**src/rtl/apb4_plic_slave.sv**
```systemverilog
// APB4 slave front-end for the PLIC register bank: wait states, pipelined read data,
// address/privilege error checking and exactly-once register strobes.
module apb4_plic_slave #(
   parameter int PADDR_SIZE   = 32,
   parameter int PDATA_SIZE   = 32,
   parameter int WAIT_STATES  = 0,
   parameter int RD_LATENCY   = 0,
   parameter int REQUIRE_PRIV = 0
) (
   input  logic                    PCLK,
   input  logic                    PRESETn,
   input  logic                    PSEL,
   input  logic                    PENABLE,
   input  logic [PADDR_SIZE-1:0]   PADDR,
   input  logic                    PWRITE,
   input  logic [PDATA_SIZE/8-1:0] PSTRB,
   input  logic [PDATA_SIZE-1:0]   PWDATA,
   input  logic [2:0]              PPROT,
   output logic [PDATA_SIZE-1:0]   PRDATA,
   output logic                    PREADY,
   output logic                    PSLVERR,
   output logic                    reg_we,
   output logic                    reg_re,
   output logic [PADDR_SIZE-1:0]   reg_addr,
   output logic [PDATA_SIZE/8-1:0] reg_be,
   output logic [PDATA_SIZE-1:0]   reg_wdata,
   input  logic [PDATA_SIZE-1:0]   reg_rdata,
   input  logic                    reg_err,
   output logic [1:0]              dbg_state
);

   localparam int BE_W     = PDATA_SIZE / 8;
   localparam int ADDR_LSB = $clog2(BE_W);
   localparam int N_WR     = WAIT_STATES;
   localparam int N_RD     = (RD_LATENCY > WAIT_STATES) ? RD_LATENCY : WAIT_STATES;
   localparam logic [3:0] N_WR_L    = 4'(N_WR);
   localparam logic [3:0] N_RD_L    = 4'(N_RD);
   // Counter value seen in the cycle A0+RD_LATENCY (counter holds N in A0+1, 1 in A0+N).
   localparam logic [3:0] CAP_CNT_L = 4'(N_RD - RD_LATENCY + 1);

   localparam logic [1:0] ST_IDLE  = 2'd0;
   localparam logic [1:0] ST_ARMED = 2'd1;
   localparam logic [1:0] ST_WAIT  = 2'd2;

   logic [1:0]            state_q, state_d;
   logic [3:0]            cnt_q, cnt_d;
   logic                  err_q, wr_q;
   logic [PDATA_SIZE-1:0] data_q;

   logic       access, a0, a0_err, misaligned, priv_err;
   logic       final_wait, protocol_err, done_ok, cap_now;
   logic       cur_err, cur_wr;
   logic [3:0] n_xfer;
   logic       unused_prot;

   // Handshake: PSEL&PENABLE is the request (valid) and PREADY the completion (ready);
   // a transfer retires in the single cycle where both are high, and never before setup.
   assign access       = PSEL & PENABLE;
   assign a0           = (state_q == ST_ARMED) & access;
   assign misaligned   = |PADDR[ADDR_LSB-1:0];
   assign priv_err     = (REQUIRE_PRIV != 0) & ~PPROT[0];
   assign a0_err       = misaligned | priv_err | reg_err;
   assign n_xfer       = PWRITE ? N_WR_L : N_RD_L;
   assign final_wait   = (state_q == ST_WAIT) & PSEL & (cnt_q == 4'd1);
   assign protocol_err = (state_q == ST_IDLE) & access;
   assign done_ok      = (a0 & (n_xfer == 4'd0)) | final_wait;
   assign cur_err      = (state_q == ST_WAIT) ? err_q : a0_err;
   assign cur_wr       = (state_q == ST_WAIT) ? wr_q  : PWRITE;
   assign unused_prot  = ^PPROT[2:1];

   always_comb begin
      cap_now = 1'b0;
      if (RD_LATENCY == 0) cap_now = a0;
      else                 cap_now = (state_q == ST_WAIT) & PSEL & (cnt_q == CAP_CNT_L);
   end

   // Outputs are gated by PRESETn so they drop the instant reset asserts.
   assign PREADY  = PRESETn & (done_ok | protocol_err);
   assign PSLVERR = PRESETn & (protocol_err | (done_ok & cur_err));
   assign PRDATA  = (PRESETn & done_ok & ~cur_err & ~cur_wr) ?
                    (cap_now ? reg_rdata : data_q) : '0;

   assign reg_we    = a0 & ~a0_err & PWRITE & (|PSTRB);
   assign reg_re    = a0 & ~a0_err & ~PWRITE;
   assign reg_addr  = PADDR;
   assign reg_be    = PWRITE ? PSTRB : '1;
   assign reg_wdata = PWDATA;
   assign dbg_state = state_q;

   always_comb begin
      state_d = state_q;
      cnt_d   = cnt_q;
      case (state_q)
         ST_IDLE: begin
            if (PSEL & ~PENABLE) state_d = ST_ARMED;
         end
         ST_ARMED: begin
            if (!PSEL) begin
               state_d = ST_IDLE;
               cnt_d   = 4'd0;
            end else if (PENABLE) begin
               if (n_xfer == 4'd0) begin
                  state_d = ST_IDLE;
               end else begin
                  state_d = ST_WAIT;
                  cnt_d   = n_xfer;
               end
            end
         end
         ST_WAIT: begin
            if (!PSEL || cnt_q == 4'd1) begin
               state_d = ST_IDLE;
               cnt_d   = 4'd0;
            end else begin
               cnt_d = cnt_q - 4'd1;
            end
         end
         default: begin
            state_d = ST_IDLE;
            cnt_d   = 4'd0;
         end
      endcase
   end

   always_ff @(posedge PCLK or negedge PRESETn) begin
      if (!PRESETn) begin
         state_q <= ST_IDLE;
         cnt_q   <= 4'd0;
         err_q   <= 1'b0;
         wr_q    <= 1'b0;
         data_q  <= '0;
      end else begin
         state_q <= state_d;
         cnt_q   <= cnt_d;
         if (a0) begin
            err_q <= a0_err;
            wr_q  <= PWRITE;
         end
         if (cap_now) data_q <= reg_rdata;
      end
   end

endmodule

```
**config.mk**
```make
export PLATFORM = sky130hd
export DESIGN_NAME = apb4_plic_slave
export DESIGN_NICKNAME = d
export VERILOG_FILES = /design/src/rtl/apb4_plic_slave.sv
export SDC_FILE = /design/constraint.sdc
export NUM_CORES = 1
export LEC_CHECK = 0
export CORE_MARGIN = 8
export CORE_UTILIZATION = 31
export CTS_BUF_LIST = sky130_fd_sc_hd__clkbuf_8
export CTS_CLUSTER_DIAMETER = 120
export DETAILED_ROUTE_END_ITERATION = 6
export PLACE_DENSITY_LB_ADDON = 0.1
export REMOVE_ABC_BUFFERS = 1
export SLEW_MARGIN = 20
export SYNTH_ARGS = -nofsm -noshare
export SYNTH_HDL_FRONTEND = slang
export SYNTH_SLANG_ARGS = --single-unit
```
**constraint.sdc**
```tcl
create_clock -name PCLK -period 1.9 [get_ports PCLK]
set_clock_uncertainty 0.05 [all_clocks]
set_input_delay 0.38 -clock PCLK [delete_from_list [all_inputs] [get_ports PCLK]]
set_output_delay 0.38 -clock PCLK [all_outputs]
set_load 0.005 [all_outputs]
```
==> flow_summary.toml <==
[die]
die_height_um = 99.7
floorplan.core_area_mm2 = 0.00679
die_w_um = 99.7
rows = 30
initial_core_util_pct = 32.0
total_die_area_mm2 = 0.00994
ioPinCount = 215

[cts]
cts_inserted_buffers = 5
tritoncts_sink_count = 33
cts_max_level = 2
worst_skew_pair.late_latency_ns = 0.28
cts-root-buf = "clkbuf_8"
cts_tree = "done"
clk_pin_slew_worst_paths_ns = 0.07
ctsHoldBuffers = 0
clock_tree.buffer_depth = 2

[synth]
synth.ff_latch_count = 33
synth_area_leader_cell = "dfrtp_1"
synth_enable_flop_cells = 0
most_common_cell_in_the_netlist = "buf_4"
yosysUniqueCellTypes = 19
async_flop_share_pct = 100
synth_seq_area_share_pct = 38.0
synth_area_mm2 = 0.00217
synth.top_cells.by_area = "dfrtp_1 (38%), buf_4 (22%), mux2_4 (21%)"
dominantRegCellSynth = "dfrtp_1"
synth_cells = 184
synth_top_area_share_pct = 38.0
synthesis.yosys.warnings = 0
ys_top_cells_by_count = "buf_4 (65), dfrtp_1 (33), nor2b_1 (32)"
syn_avg_cell_area_um2 = 11.8

[min_path]
timing.hold.worst.class = "in -> async"

[worst_setup_path]
critPathKind = "reg -> out"
critical_path_peak_fanout = 7
r2r.worst_path.cells = 7
crit_reg_reg_startpoint = "dbg_state[0]"
crit_path_start = "dbg_state[0]"
timing.critical_path.to_type = "primary output"
cp.arrival_ns = 1.80
worst_ep_required_time_ns = 1.47
startpoint_type = "register"

[route]
drcViolationCount = 0
vias = 1444
via_per_inst = 4.32
firstDrtPassIters = 4
routed_wirelength_um = 10000
drt-initial-drc-count = 23
routed_wire_length_per_instance_um = 30.0
drtAntennaViolNets = 0

[power_and_ir_drop]
power_switching_mw = 0.448
swShare_pct = 21.1
cell_internal_power_mw = 1.67
max-vdd-ir-drop_v = 0.000338
power.sequential.fraction_pct = 42.3
combinationalPowerShare_pct = 25.7
report.power.total_mw = 2.12
power.clock.fraction_pct = 32.0
power.density_cell_area_mw_per_mm2 = 714
leakagePower_nw = 1.48

[timing]
final.min_clock_period_ns = 2.23
number_of_hold_violations_in_the_final_report = 0
setup_repair_after_global_routing_missed_its_margin = "yes"
timing.final.ws_setup_ns = -0.332
achievable-frequency_ghz = 0.448
tns_ns = -7.62
setup-violations-final = 32
final-max-slew-violation-count = 0
finalCritPeriodShare_pct = 117

[layout]
layout_cell_share_with_drive_strength_beyond_1_pct = 52.1
area_growth_pct = 36.9
insertedDiodeCount = 0
nNetsFinal = 346
finish.cell_count_without_fillers = 334

[placement]
placed_cells = 306
place_worst_setup_slack_ns = -0.763
dp_hpwl_um = 8070
port-buffer-count = 86
placer_s_final_routability_congestion_estimate = 0.791

[global_route]
grt_antenna_before_repair = 0
grt_remaining_overflow = 0
grt_pass1_vias = 1715
track_usage_pct = 20.0
grt_first_pass_wirelength_um = 13600
largest_net_degree_at_the_start_of_global_routing = 21

[status]
violations_in_the_final_reports = "setup timing"
run_status = "finished with violations"

[flow_run]
drv_cap = 0
==> area by class of cell <==
class	count	area (um^2)
fill	655	3820
timing repair buffer	117	1010
multi-input combinational	80	895
sequential	33	826
tap	96	120
clock buffer	6	82.6
clock inverter	2	33.8
==> per-layer routing <==
metal	share of wire [%]	global-route usage [%]	routed length, um	up-vias
met5	0.80	7.10	80	-
met4	0.56	3.03	56	2
met3	25	25.0	2490	7
met2	41	27.0	4110	157
met1	33	18.4	3300	648
li1	-	-	-	630
==> worst max-delay path: stages (launching register included) <==
cell	delay, ns
dfrtp_1	0.39
buf_6	0.11
nor4b_4	0.20
nand4_1	0.18
buf_6	0.17
buf_8	0.13
buf_12	0.12
nor2b_1	0.10
buf_2	0.12
==> path summary, 6_finish.rpt <==
kind / endpoint / slack, ns
setup / recovery: PRDATA[11] / -0.33
hold / removal: data_q[10] / 0.02
setup reg to reg: data_q[23] / 0.28
hold reg to reg: data_q[18] / 0.44
max in group asynchronous: data_q[6] / 1.52
min in group PCLK: data_q[18] / 0.44
==> repair_timing <==
item | 4_1_cts | 5_1_grt
cloned | 6 | 0
endpoints found under the setup margin | 40 | 35
setup buffers | 19 | 5
resized for setup | 168 | 24
pin swaps | 3 | 3
==> cell usage in the layout, fill, tap and decap left out <==
cell	instances
nand3_4	2
nor2b_2	2
inv_1	1
clkdlybuf4s50_1	40
nor4b_4	1
dlygate4sd2_1	10
buf_12	5
conb_1	1
nor2_2	2
and3_2	1
nor2b_1	22
clkbuf_8	6
mux2_4	31
buf_2	35
and2b_1	1
buf_4	17
nor2b_4	9
buf_6	7
bufinv_16	1
o41ai_1	1
buf_8	3
nand4_1	1
dfrtp_1	33
mux2_2	1
nand2b_1	4
and2b_2	1
==> stage by stage <==
| step | hold WS, ns | utilization (%) | area [um^2] |
|---|---|---|---|
| 2_1_floorplan | 0.0344 | - | 1630 |
| 3_3_place_gp | 0.349 | 40.0 | 2720 |
| 3_5_place_dp | 0.345 | 40.0 | 2720 |
| 4_1_cts | 0.0335 | 44.0 | 2990 |
| 5_1_grt | 0.0328 | 43.7 | 2970 |
| 6_report | 0.0235 | 43.7 | 2970 |
==> flip-flops by register name (all words and copies together), names as in the netlist <==
| register | flops |
|---|---|
| data_q | 32 |
| dbg_state | 1 |
==> logic make-up (layout without fill, tap and decap cells) <==
group	Yosys count	in the layout	synth area share (%)
other	1	1	0.173
AND/OR/NAND/NOR	46	46	14.9
multiplexers	32	32	21.8
AO/OA/AOI/OAI	1	1	0.404
buffers and inverters	71	125	24.7
flip-flops	33	33	38.0
==> power groups by stage <==
| stage | logic, mW | clock network, mW | registers (mW) |
|---|---|---|---|
| CTS | 0.539 | 0.706 | 0.897 |
| global route | 0.587 | 0.748 | 0.910 |
| floorplan | 0.292 | 0 | 0.894 |
| finish | 0.545 | 0.679 | 0.896 |
| detailed placement | 0.473 | 0 | 0.908 |
| global placement | 0.463 | 0 | 0.903 |
(Power assumes the default switching activity.)
